File: config.mk
export PLATFORM = sky130hd
export DESIGN_NAME = pll_lock_sequencer
export DESIGN_NICKNAME = d
export VERILOG_FILES = /design/src/rtl/pll_seq_pkg.sv /design/src/rtl/sync_ff2.sv /design/src/rtl/pll_lock_sequencer.sv
export SDC_FILE = /design/constraint.sdc
export NUM_CORES = 1
export LEC_CHECK = 0
export BUFFER_PORTS_ARGS = -buffer_cell sky130_fd_sc_hd__buf_4
export CORE_UTILIZATION = 53
export DETAILED_ROUTE_END_ITERATION = 7
export GPL_TIMING_DRIVEN = 0
export PLACE_DENSITY = 0.76
export SLEW_MARGIN = 20
export SYNTH_ARGS = -nofsm -noshare
export SYNTH_HDL_FRONTEND = slang
export SYNTH_HIERARCHICAL = 1
export SYNTH_SLANG_ARGS = --single-unit
File: constraint.sdc
create_clock -name clk_i -period 2.3 [get_ports clk_i]
set_input_delay 0 -clock clk_i [delete_from_list [all_inputs] [get_ports clk_i]]
set_output_delay 0 -clock clk_i [all_outputs]
set_load 0.01 [all_outputs]
File: src/rtl/pll_seq_pkg.sv
// Shared definitions for the PLL lock sequencer: state encodings and counter width.
package pll_seq_pkg;

  localparam int CNT_W = 16;

  typedef enum logic [2:0] {
    ST_PWRDN     = 3'd0,
    ST_WAIT_LOCK = 3'd1,
    ST_STABLE    = 3'd2,
    ST_HOLD      = 3'd3,
    ST_RUN       = 3'd4,
    ST_FAULT     = 3'd5
  } state_e;

endpackage

File: src/rtl/sync_ff2.sv
// Two-flop synchronizer for a single asynchronous level; resets to 0.
module sync_ff2 (
  input  logic clk_i,
  input  logic rst_i,
  input  logic d_i,
  output logic q_o
);

  logic meta;

  always_ff @(posedge clk_i or posedge rst_i) begin
    if (rst_i) begin
      meta <= 1'b0;
      q_o  <= 1'b0;
    end else begin
      meta <= d_i;
      q_o  <= meta;
    end
  end

endmodule

File: src/rtl/pll_lock_sequencer.sv
// PLL bring-up sequencer: power-down, lock wait, stability check, downstream
// reset hold, then RUN; bounded retries end in FAULT until a relock request.
module pll_lock_sequencer
  import pll_seq_pkg::*;
#(
  parameter int unsigned PD_CYCLES    = 16,
  parameter int unsigned LOCK_TIMEOUT = 4096,
  parameter int unsigned LOCK_STABLE  = 256,
  parameter int unsigned RST_HOLD     = 64,
  parameter int unsigned MAX_RETRY    = 3
) (
  input  logic       clk_i,
  input  logic       rst_i,
  input  logic       pll_lock_i,
  input  logic       relock_req_i,
  output logic       pll_powerdown_n_o,
  output logic       sys_rst_o,
  output logic       pll_ready_o,
  output logic       fault_o,
  output logic [3:0] retry_cnt_o,
  output logic [2:0] state_o
);

  // Terminal counts: the counter holds "cycles already spent" in the state.
  localparam logic [CNT_W-1:0] PD_LAST      = CNT_W'(PD_CYCLES - 1);
  localparam logic [CNT_W-1:0] TIMEOUT_LAST = CNT_W'(LOCK_TIMEOUT - 1);
  localparam logic [CNT_W-1:0] STABLE_LAST  = CNT_W'(LOCK_STABLE - 1);
  localparam logic [CNT_W-1:0] HOLD_LAST    = CNT_W'(RST_HOLD - 1);
  localparam logic [3:0]       RETRY_MAX    = 4'(MAX_RETRY);

  state_e           state_q, state_d;
  logic [CNT_W-1:0] cnt_q;
  logic [3:0]       retry_d;
  logic             lock_s;
  logic             attempt_fail;
  logic             pd_n_d, sys_rst_d, ready_d, fault_d;

  sync_ff2 u_lock_sync (
    .clk_i (clk_i),
    .rst_i (rst_i),
    .d_i   (pll_lock_i),
    .q_o   (lock_s)
  );

  // NOTE: every signal written here gets a default first so no latch is inferred.
  always_comb begin
    state_d      = state_q;
    retry_d      = retry_cnt_o;
    attempt_fail = 1'b0;

    case (state_q)
      ST_PWRDN: begin
        if (cnt_q == PD_LAST) state_d = ST_WAIT_LOCK;
      end
      ST_WAIT_LOCK: begin
        if (lock_s)                      state_d = ST_STABLE;
        else if (cnt_q == TIMEOUT_LAST)  attempt_fail = 1'b1;
      end
      ST_STABLE: begin
        // A dropout here only restarts the lock wait; it is not a failed attempt.
        if (!lock_s)                     state_d = ST_WAIT_LOCK;
        else if (cnt_q == STABLE_LAST)   state_d = ST_HOLD;
      end
      ST_HOLD: begin
        if (!lock_s) begin
          attempt_fail = 1'b1;
        end else if (cnt_q == HOLD_LAST) begin
          state_d = ST_RUN;
          retry_d = 4'd0;
        end
      end
      ST_RUN: begin
        if (!lock_s || relock_req_i) state_d = ST_PWRDN;
      end
      ST_FAULT: begin
        if (relock_req_i) begin
          state_d = ST_PWRDN;
          retry_d = 4'd0;
        end
      end
      default: state_d = ST_PWRDN;
    endcase

    if (attempt_fail) begin
      if (retry_cnt_o == RETRY_MAX) begin
        state_d = ST_FAULT;
      end else begin
        state_d = ST_PWRDN;
        retry_d = retry_cnt_o + 4'd1;
      end
    end

    // Outputs are decoded from the next state so the registers line up with state_q.
    pd_n_d    = (state_d == ST_WAIT_LOCK) || (state_d == ST_STABLE) ||
                (state_d == ST_HOLD)      || (state_d == ST_RUN);
    sys_rst_d = (state_d != ST_RUN);
    ready_d   = (state_d == ST_RUN);
    fault_d   = (state_d == ST_FAULT);
  end

  // NOTE: sequential state uses non-blocking assignments so all flops update together.
  always_ff @(posedge clk_i or posedge rst_i) begin
    if (rst_i) begin
      state_q           <= ST_PWRDN;
      cnt_q             <= '0;
      retry_cnt_o       <= 4'd0;
      pll_powerdown_n_o <= 1'b0;
      sys_rst_o         <= 1'b1;
      pll_ready_o       <= 1'b0;
      fault_o           <= 1'b0;
    end else begin
      state_q           <= state_d;
      cnt_q             <= (state_d != state_q) ? '0 : cnt_q + CNT_W'(1);
      retry_cnt_o       <= retry_d;
      pll_powerdown_n_o <= pd_n_d;
      sys_rst_o         <= sys_rst_d;
      pll_ready_o       <= ready_d;
      fault_o           <= fault_d;
    end
  end

  assign state_o = state_q;

endmodule

==> impl_results.md, run 1 <==
- Area growth syn-to-layout: 32.1%
- Pwr dens: slightly below 900 nW/um^2
- Initial DRT Pass Iterations: 6
- CTS H-tree depth: 2
- Slowest cell delay on critical path: approximately 0.6 ns
- Endpoints failing hold: 0
- Cell with the most instances after synthesis: dfrtp_1
- Sequential share of the synthesized area: 43.8%
- Final Util: 76.9%
- Required time at the worst-slack endpoint: about 2.5 ns
- Largest net degree at the start of global routing: 28
- Worst hold slack: 0.0622 ns
- CP Capture Type: flop
- Clock Tree Root: clkbuf_4
- DP HPWL: 2550 um
- Fin crit share: 110%
- Ant diodes: 0
- Final Max Slew Viols: 0
- Least-Margin Pin Slew: 0.942 ns
- Core Box Area: around 2900 sq um
- # IOs: 15
- Max Root-Sink Buffers: 2
- Final clock skew: 0.0153 ns
- Vias post-DR: 1539
- Buf/Inv on CP: 1
- IO Port Bufs: 14
- Synth top area cells: dfrtp_1 42%, xor2_1 5.8%, a2111oi_2 4.5%
- Die Ht: 58.0 um
- Mapped Nets: roughly 170
- Final Setup Violations: 19
- Worst-path fanout max: 5
- Die Wd: just under 60 um
- Total CTS buffers: 5
- CP Launch Type: flop
- Final ANT Viol Nets: 0
- Yosys warnings: 6
- Max Cap Viol: 0
- CP Class: flop to flop
- Antenna violations before repair: 0
- Post-synth EDFFs: 0
- GRT Total Usage: 28.7%
- Synth async-reset ratio: 100%
- Post-DR wirelength/cell: 19.0 um
- Synthesized area: approximately 1700 sq um
- Flops & latches, synth: 29
- Failing checks: DRC, setup timing
- Cell family with the largest share of critical-path delay: simple AND/OR/NAND/NOR gates
- Critical Path Most Common Cell: or4_4
- Worst skew pair latency: 0.34 ns
- FF-to-FF setup slack: -0.22 ns
- Vias in the first global route: ~1500
- Post-synth top flop: dfrtp_1
- Yosys top cell area share: between 40% and 50%
- Slew headroom: 36.8%
- Layout cells sized above 1: 34.8%
- First-pass GRT wire length: between 7000 and 8000 um
- Maximum clock frequency: 397 MHz
- Initial cell density of the core: 58.2%
- Post-synth top cells: 28 x dfrtp_1, 14 x nand2_1, 11 x nor3_1, 11 x xor2_1, 10 x nor2_1
- Leak pwr: 0.911 nW
- RSZ-0062 raised after global routing: true
- Status: complete, but fails checks
- Post-synth top area cell: dfrtp_1
- Syn avg cell area: 10.2 sq um
- Full die area: approximately 3400 sq um
- CTS Sinks: 29
- NumNets Final: 209
- Rows: 19
- Final WS setup: -0.222 ns
- Layout fillers: 182
- Critical Path, Cell by Cell: or4_4, or4_4, o31ai_4, buf_4, o211ai_4, a2111oi_4
- RePlAce Congestion: between 0.8 and 0.9
- Max VDD drop: 0.000576 V
- Worst Path Arrival: 2.76 ns
- HP Class: input port to asynchronous set/reset pin
- CTS tree: yes
- Crit-path slowest cell: or4_4
- Final wirelength: 4480 um
- Iteration-0 DRC Markers: roughly 110
- Yosys cell types: 45
- Synth Instances: 163
- Vias per inst: 6.55
- Post-layout min period: 2.52 ns
- GRT Residual Overflow: 0
- Clock-pin transition on the worst setup and hold timing paths: roughly 0.1 ns
- # DRC: 3
-- cells in the final DEF, fill, tap and decap left out, drive strengths merged, types with 5 or more instances in the layout --
master / count
clkbuf: 9
o21ai: 6
nor3: 11
and3: 5
dfrtp: 28
nand3: 8
xor2: 11
nand2: 14
nand4: 5
a2111oi: 7
buf: 34
nor2: 10
-- where the power goes --
| group | total [mW] | internal [mW] | switching (mW) |
|---|---|---|---|
| Sequential | 0.719 | 0.603 | 0.116 |
| Combinational | 0.881 | 0.378 | 0.502 |
| Clock | 0.302 | 0.116 | 0.186 |
| Total | 1.90 | 1.10 | 0.804 |
-- stage by stage --
stage	worst slack, ns	setup TNS, ns	cell area (sq um)	power, mW	cells
after global placement	-0.350	-4.88	1830	1.36	208
after floorplan	-0.0343	-0.262	1690	1.18	163
final	-0.222	-2.44	2190	1.90	235
after CTS	-0.150	-1.19	2120	1.82	231
after detailed placement	-0.374	-5.72	1830	1.39	208
after global routing	-0.280	-3.70	2190	2.01	235
-- registers in the layout, indices dropped and copies added (netlist names) --
| name | count |
|---|---|
| cnt_q | 16 |
| retry_cnt_o | 4 |
| fault_o | 1 |
| pll_powerdown_n_o | 1 |
| sys_rst_o | 1 |
| u_lock_sync/q_o | 1 |
| pll_ready_o | 1 |
| u_lock_sync/meta | 1 |
| state_o | 3 |
-- metal layers --
| metal | vias to the layer above | GRT usage [%] | share of wire, % |
|---|---|---|---|
| met5 | - | 0 | 0 |
| met2 | 66 | 48.9 | 52 |
| met4 | 0 | 17.3 | 3.2 |
| met3 | 13 | 6.47 | 5.3 |
| met1 | 759 | 32.8 | 40 |
| li1 | 701 | - | - |
-- worst reg2reg max path, stage by stage, from the launching register on --
cell	delay (ns)
dfrtp_1	0.39
or4_4	0.60
or4_4	0.52
o31ai_4	0.22
buf_4	0.17
o211ai_4	0.14
a2111oi_4	0.38
-- path summary, 6_finish.rpt --
check | start | cells after the start | end
worst max-delay path | cnt_q[15] | 6 | cnt_q[5]
worst min-delay path | rst_i | 3 | u_lock_sync/meta
max in group asynchronous | rst_i | 3 | retry_cnt_o[1]
min in group clk_i | relock_req_i | 4 | state_o[2]
worst max register to register | cnt_q[15] | 6 | cnt_q[5]
worst min register to register | u_lock_sync/meta | 0 | u_lock_sync/q_o
-- area by class of cell --
cell class | count | area, sq um | share of cell area, %
clock inverter | 2 | 10.0 | 0.456
buffer | 7 | 50.0 | 2.28
multi-input combinational | 124 | 1060 | 48.3
clock buffer | 6 | 41.3 | 1.88
timing repair buffer | 32 | 253 | 11.5
tap | 31 | 38.8 | 1.77
sequential | 29 | 727 | 33.1
inverter | 4 | 15.0 | 0.685
-- repair_timing --
action	CTS	global route
setup endpoints to repair	21	23
cloned	2	0
hold buffers	2	0
gates resized for setup	23	5
buffers inserted	11	4
endpoints found under the hold margin	29	0
pin swaps	9	2
-- cell families (layout without fill, tap and decap cells) --
logic type	count (synthesis)	after routing	synth area share [%]
AO/OA/AOI/OAI	35	36	19.8
XOR/XNOR	14	14	7.39
adder cells (fa/ha/maj)	2	2	1.51
buffers and inverters	11	51	2.71
flip-flops	29	29	43.8
multiplexers	1	1	0.603
AND/OR/NAND/NOR	71	71	24.2
Note: power is estimated with default switching activity, not from simulation.
==> run 2: changes to the inputs <==
--- a/config.mk
+++ b/config.mk
@@ -13,5 +13,4 @@
 export SLEW_MARGIN = 20
 export SYNTH_ARGS = -nofsm -noshare
 export SYNTH_HDL_FRONTEND = slang
-export SYNTH_HIERARCHICAL = 1
 export SYNTH_SLANG_ARGS = --single-unit
==> run 2 against run 1 <==
  * The run now ends clean
  * Core utilization shrank 5.5 points
  * Non-clock buffer count grew 2
  * Clock-buffer cell count grew 1
  * Total power shrank 8.1%
  * Clock skew grew 0.015 ns
  * Critical path type unchanged
  * Critical endpoint is now cnt_q[8]
==> impl_results.md, run 2 <==
- Status: finished clean
- First-pass GRT wire length: 6640 um (-5.8%)
- Syn avg cell area: 10.3 sq um (+0.77%)
- Yosys warnings: 0 (-6)
- RePlAce Congestion: 0.879 (+4.9%)
- Final Util: 71.4% (-5.5 points)
- Biggest register: cnt_q
- GRT Residual Overflow: 0 (unchanged)
- Iteration-0 DRC Markers: 95 (-14%)
- Cell with the most instances after synthesis: dfrtp_1
- Worst hold slack: 0.239 ns (+0.177 ns)
- Post-synth EDFFs: 0 (unchanged)
- CP Capture Type: flop
- Initial DRT Pass Iterations: 4 (-2)
- Layout cells sized above 1: 33.8% (-0.99 points)
- Crit-path slowest cell: or4_1
- Synth Instances: 167 (+2.5%)
- Final ANT Viol Nets: 0 (unchanged)
- Worst Hold Depth: 5
- Synth top area cells: dfrtp_1 41%, xnor2_1 5.6%, nand3_1 4.1%
- DP HPWL: 2520 um (-1.1%)
- R2r worst-path depth: 6 (unchanged)
- IO Port Bufs: 14 (unchanged)
- CTS Sinks: 29 (unchanged)
- Number of flip-flops in the largest register: 16 (unchanged)
- Most common cell after layout, fill and taps aside: buf_4
- Total CTS buffers: 5 (unchanged)
- Vias in the first global route: 1416 (-6.5%)
- Critical Path, Cell by Cell: or4_1, nor2_4, buf_4, a21oi_1, o211ai_4, a211oi_1
- Die Ht: 58.9 um (+1.6%)
- Core Box Area: 3050 sq um (+7.0%)
- Ant diodes: 0 (unchanged)
- Sequential share of the synthesized area: 42.4% (-1.4 points)
- Worst-path fanout max: 10 (+5)
- Layout fillers: 223 (+23%)
- Final clock skew: 0.0299 ns (+0.0146 ns)
- Max VDD drop: 0.000489 V (-15%)
- Rows: 20 (+1)
- Worst Path Arrival: 2.46 ns (-0.30 ns)
- Final wirelength: 4390 um (-2.0%)
- Required time at the worst-slack endpoint: 2.49 ns (-0.05 ns)
- Max Cap Viol: 0 (unchanged)
- GRT Total Usage: 26.3% (-2.5 points)
- Largest net degree at the start of global routing: 30 (+7.1%)
- NumNets Final: 212 (+1.4%)
- # IOs: 15 (unchanged)
- Final Setup Violations: 0 (-19)
- Initial cell density of the core: 56.1% (-2.1 points)
- Post-synth top area cell: dfrtp_1
- Endpoints failing hold: 0 (unchanged)
- Worst skew pair latency: 0.36 ns (+0.02 ns)
- Post-layout min period: 2.28 ns (-0.246 ns)
- Mapped Nets: 173 (+2.4%)
- HP Class: input port to flop
- Total power: 1.75 mW (-8.1%)
- FF-to-FF setup slack: 0.02 ns (+0.25 ns)
- Area growth syn-to-layout: 27.1%
- Clock-pin transition on the worst setup and hold timing paths: 0.12 ns (+0.02 ns)
- Vias per inst: 6.23 (-4.9%)
- Leak pwr: 0.930 nW (+2.1%)
- CTS H-tree depth: 2 (unchanged)
- WHS Endpoint: retry_cnt_o[1]
- Slew headroom: 50.1% (+13 points)
- Cell family with the largest share of critical-path delay: simple AND/OR/NAND/NOR gates
- Max Root-Sink Buffers: 2 (unchanged)
- CTS tree: yes
- Post-synth top flop: dfrtp_1
- Maximum clock frequency: 439 MHz (+11%)
- Full die area: 3470 sq um (+3.1%)
- Commonest cells after routing, fill and taps aside: 30 x buf_4, 28 x dfrtp_1, 14 x nand3_1
- Fin crit share: 98.9% (-11 points)
- Least-Margin Pin Slew: 0.739 ns (-0.203 ns)
- Worst r2r src: cnt_q[12]
- Synth async-reset ratio: 100% (unchanged)
- Clock Tree Root: clkbuf_4
- CP Class: flop to flop
- Yosys top cell area share: 40.9% (-1.3 points)
- Die Wd: 58.9 um (+1.6%)
- # DRC: 0 (-3)
- Pwr dens: 803 nW/um^2 (-7.4%)
- CP Launch Type: flop
- Antenna violations before repair: 0 (unchanged)
- Vias post-DR: 1563 (+1.6%)
- Final Max Slew Viols: 0 (unchanged)
- Hold Startpoint: relock_req_i
- Post-synth top cells: 28 x dfrtp_1, 14 x nand3_1, 11 x o21ai_0, 11 x xnor2_1, 9 x a211oi_1
- Flops & latches, synth: 29 (unchanged)
- Slowest cell delay on critical path: 0.63 ns (+0.03 ns)
- Buf/Inv on CP: 1 (unchanged)
- Synthesized area: 1710 sq um (+3.2%)
- Post-DR wirelength/cell: 17.5 um (-8.2%)
- R2r endpoint: cnt_q[8]
- Yosys cell types: 55 (+22%)
run 2: changes by cell type after synthesis, sizes merged, moves of 5 or more:
| cell | delta |
|---|---|
| o21ai | +6 |
| xnor2 | +8 |
| nand2 | -8 |
| a211oi | +6 |
| a2111oi | -5 |
| xor2 | -8 |
| nand3 | +6 |
run 2: routing by layer:
layer	track usage (%)	up-vias	share of wire, %
met5	0	-	0
met4	14.3	0	2.0
met3	6.59	8	6.9
li1	-	713	-
met2	39.3	73	49
met1	34.9	769	42
run 2: worst max-delay path by stage:
stage / start / to / slack [ns] / cells past startpoint
floorplan: cnt_q[8] / cnt_q[11] / 0.17 / 6
global placement: cnt_q[8] / cnt_q[15] / -0.08 / 5
CTS: cnt_q[8] / cnt_q[8] / 0.003 / 6
detailed placement: cnt_q[8] / cnt_q[10] / -0.15 / 5
finish: cnt_q[12] / cnt_q[8] / 0.02 / 6
global route: cnt_q[11] / cnt_q[9] / -0.02 / 7
run 2: repair_timing:
item                       CTS  global route
setup endpoints to repair   16            17
buffers inserted             4            12
pin swaps                    2             7
cloned                       0             1
hold endpoints to repair    29             0
gates resized for setup      6             9
hold buffers                 2             0
run 2: metrics by stage:
stage          area, sq um  std cells  setup slack [ns]  setup TNS [ns]
6_report              2180        251            0.0245               0
5_1_grt               2180        251           -0.0187         -0.0573
4_1_cts               2040        239           0.00349               0
3_5_place_dp          1870        225            -0.146           -1.75
3_3_place_gp          1870        225           -0.0780           -1.06
2_1_floorplan         1710        167             0.173               0
run 2: cell type report:
cell class	instances	area (sq um)	area share, %
multi-input cells	127	968	44.5
plain buffers	8	71.3	3.27
repair buffers	33	264	12.1
flip-flops and latches	29	727	33.4
clock buffers	7	55.1	2.53
clock inverters	1	30.0	1.38
well taps	44	55.1	2.53
inverters	2	7.51	0.345
run 2: power breakdown:
part	internal (mW)	switching (mW)	leakage, nW
Combinational	0.281	0.339	0.500
Sequential	0.588	0.0839	0.385
Clock	0.260	0.197	0.0455
Total	1.13	0.620	0.930
run 2: cell families after synthesis:
group	after synthesis	synth area share, %
simple gates	66	23.8
compound gates	43	19.2
flops	29	42.4
xor+xnor	14	7.15
buf+inv	11	4.82
mux	2	1.17
fa+ha+maj	2	1.46
run 2: worst reg2reg max path, cell delays in order, from the launching register on:
cell	delay (ns)
dfrtp_1	0.45
or4_1	0.63
nor2_4	0.24
buf_4	0.16
a21oi_1	0.10
o211ai_4	0.39
a211oi_1	0.15
==> run 3: changes to the inputs <==
--- a/config.mk
+++ b/config.mk
@@ -6,10 +6,10 @@
 export NUM_CORES = 1
 export LEC_CHECK = 0
 export BUFFER_PORTS_ARGS = -buffer_cell sky130_fd_sc_hd__buf_4
-export CORE_UTILIZATION = 53
+export CORE_UTILIZATION = 55
 export DETAILED_ROUTE_END_ITERATION = 7
 export GPL_TIMING_DRIVEN = 0
-export PLACE_DENSITY = 0.76
+export PLACE_DENSITY = 0.75
 export SLEW_MARGIN = 20
 export SYNTH_ARGS = -nofsm -noshare
 export SYNTH_HDL_FRONTEND = slang
==> constraint.sdc (replaced) <==
create_clock -name clk_i -period 2.5 [get_ports clk_i]
set_input_delay 0 -clock clk_i [delete_from_list [all_inputs] [get_ports clk_i]]
set_output_delay 0 -clock clk_i [all_outputs]
set_load 0.01 [all_outputs]
==> run 3 against run 2 <==
  * The flow now finishes with violations (DRC)
  * Routed wire length decreased by 18%
  * Non-clock buffer count is 16 lower
  * Setup slack better by 0.090 ns
  * Worst hold slack improved by 0.0040 ns
  * Via count decreased by 10%
  * Register-to-register slack improved by 0.09 ns
  * Core utilization decreased by 3.2 points
  * First-iteration DRC count fell by 57%
  * Total power is 19% lower
  * Clock power shrank 35%
  * Cell count down 12%
  * Critical path type unchanged
  * Largest cell class unchanged
==> impl_results.md, run 3 (synthesized netlist as in run 2, its figures left out) <==
- Clock network power share: 20.9% (-5.2 points)
- Max Root-Sink Buffers: 2 (unchanged)
- Critical Path, Cell by Cell: or4_4, nor4_4, a31oi_2, a211oi_4, buf_6, a211oi_1
- Iteration-0 DRC Markers: 41 (-57%)
- NumNets Final: 196 (-7.5%)
- GRT Total Usage: 24.3% (-1.9 points)
- Status: complete, but fails checks
- Clock-pin transition on the worst setup and hold timing paths: 0.08 ns (-0.04 ns)
- Die Wd: 57.8 um (-1.8%)
- Max Cap Viol: 0 (unchanged)
- HP Class: input port to flop
- P_int: 905 uW (-20%)
- Crit-path slowest cell: or4_4
- Slew headroom: 45.7% (-4.4 points)
- Sw Share: 35.8% (+0.38 points)
- Failing checks: DRC
- Worst r2r src: cnt_q[8]
- Core Box Area: 2850 sq um (-6.6%)
- Buf/Inv on CP: 1 (unchanged)
- Vias per inst: 6.34 (+1.8%)
- Largest net degree at the start of global routing: 30 (unchanged)
- Total CTS buffers: 5 (unchanged)
- Final Util: 68.1% (-3.2 points)
- Slowest cell delay on critical path: 0.59 ns (-0.04 ns)
- R2r worst-path depth: 6 (unchanged)
- Layout cells sized above 1: 25.1% (-8.7 points)
- Endpoints failing hold: 0 (unchanged)
- CTS Sinks: 29 (unchanged)
- Leak pwr: 0.819 nW (-12%)
- Pre-CTS setup slack: 0.0952 ns (+0.241 ns)
- CTS tree: yes
- CP Capture Type: flop
- Commonest cells after routing, fill and taps aside: 28 x dfrtp_1, 16 x buf_4, 14 x nand3_1
- Reg power frac: 43.5% (+5.1 points)
- Worst skew pair latency: 0.33 ns (-0.03 ns)
- Rows: 19 (-5.0%)
- Worst-path fanout max: 10 (unchanged)
- Least-Margin Pin Slew: 0.792 ns (+0.0532 ns)
- Final clock skew: 0.00474 ns (-0.0252 ns)
- Die Ht: 57.8 um (-1.8%)
- Total power: 1.41 mW (-19%)
- GRT Residual Overflow: 0 (unchanged)
- Max VDD drop: 0.000497 V (+1.6%)
- # IOs: 15 (unchanged)
- Required time at the worst-slack endpoint: 2.68 ns (+0.19 ns)
- WHS Endpoint: retry_cnt_o[1]
- Number of flip-flops in the largest register: 16 (unchanged)
- Post-DR wirelength/cell: 16.1 um (-7.8%)
- Post-layout min period: 2.39 ns (+0.110 ns)
- Final Max Slew Viols: 0 (unchanged)
- Worst hold slack: 0.243 ns (+0.00404 ns)
- Most common cell after layout, fill and taps aside: dfrtp_1
- Setup_tns: 0 ns (unchanged)
- Pwr dens: 725 nW/um^2 (-9.6%)
- Post-CTS setup buffer count: 0 (-4)
- Gate power share: 35.6% (about the same)
- Antenna violations before repair: 0 (unchanged)
- CP Launch Type: flop
- CTS H-tree depth: 2 (unchanged)
- Final wirelength: 3580 um (-18%)
- Clock Tree Root: clkbuf_4
- Full die area: 3340 sq um (-3.5%)
- Ant diodes: 0 (unchanged)
- FF-to-FF setup slack: 0.11 ns (+0.09 ns)
- R2r endpoint: cnt_q[12]
- Initial DRT Pass Iterations: 6 (+2)
- Vias post-DR: 1407 (-10%)
- First-pass GRT wire length: 6090 um (-8.3%)
- NetSw: 505 uW (-19%)
- Fin crit share: 95.4% (-3.5 points)
- DP HPWL: 2500 um (-0.92%)
- Final Setup Violations: 0 (unchanged)
- Hold Startpoint: relock_req_i
- Worst Path Arrival: 2.56 ns (+0.10 ns)
- RePlAce Congestion: 0.833 (-5.2%)
- Area growth syn-to-layout: 13.4%
- Final ANT Viol Nets: 0 (unchanged)
- IO Port Bufs: 14 (unchanged)
- CP Class: flop to flop
- Maximum clock frequency: 419 MHz (-4.6%)
- Final WS setup: 0.115 ns (+0.0903 ns)
- # DRC: 2 (+2)
- Vias in the first global route: 1329 (-6.1%)
- RSZ-0062 raised after global routing: false
- Biggest register: cnt_q
- Initial cell density of the core: 60.1% (+3.9 points)
- Worst Hold Depth: 5 (unchanged)
- Cell family with the largest share of critical-path delay: simple AND/OR/NAND/NOR gates
-- run 3: repair_timing --
action / in CTS / in global routing
hold buffers: 2 / 0
resized for setup: 0 / 2
endpoints found under the setup margin: 0 / 15
hold endpoints to repair: 29 / 0
-- run 3: power by group through the flow --
stage / registers [mW] / logic (mW) / clock network [mW]
2_1_floorplan: 0.619 / 0.345 / 0
3_3_place_gp: 0.616 / 0.473 / 0
3_5_place_dp: 0.620 / 0.490 / 0
4_1_cts: 0.611 / 0.494 / 0.304
5_1_grt: 0.624 / 0.552 / 0.326
6_report: 0.613 / 0.501 / 0.295
-- run 3: worst max path at each step --
stage / startpoint / to / slack [ns] / depth (start not counted)
floorplan: cnt_q[8] / cnt_q[11] / 0.37 / 6
global placement: cnt_q[8] / cnt_q[12] / 0.13 / 6
detailed placement: cnt_q[8] / cnt_q[13] / 0.1 / 5
CTS: cnt_q[8] / cnt_q[13] / 0.07 / 5
global route: cnt_q[8] / cnt_q[11] / 0.02 / 6
finish: cnt_q[8] / cnt_q[12] / 0.11 / 6
-- run 3: worst register-to-register path, stage by stage (launching register included) --
cell and delay (ns):
dfrtp_1 0.44, or4_4 0.59, nor4_4 0.31, a31oi_2 0.17, a211oi_4 0.45, buf_6 0.21, a211oi_1 0.06
-- run 3: cell type report --
class                           instances  area [sq um]
Multi-Input combinational cell        127           911
Fill cell                             222           910
Sequential cell                        29           727
Timing Repair Buffer                   16           125
Buffer                                  9          75.1
Clock buffer                            8          58.8
Tap cell                               31          38.8
Inverter                                2          7.51
-- run 3: through the flow --
step | instance area (sq um) | instances
after global placement | 1860 | 212
after global routing | 1940 | 222
after CTS | 1940 | 222
after detailed placement | 1860 | 212
after floorplan | 1710 | 167
final | 1940 | 222
-- run 3: routing by layer --
metal	vias up	part of all wire, %	GRT usage, %
met3	6	6.8	7.37
met2	49	46	36.3
met4	0	1.3	9.52
met5	-	0	0
met1	673	45	33.4
li1	679	-	-
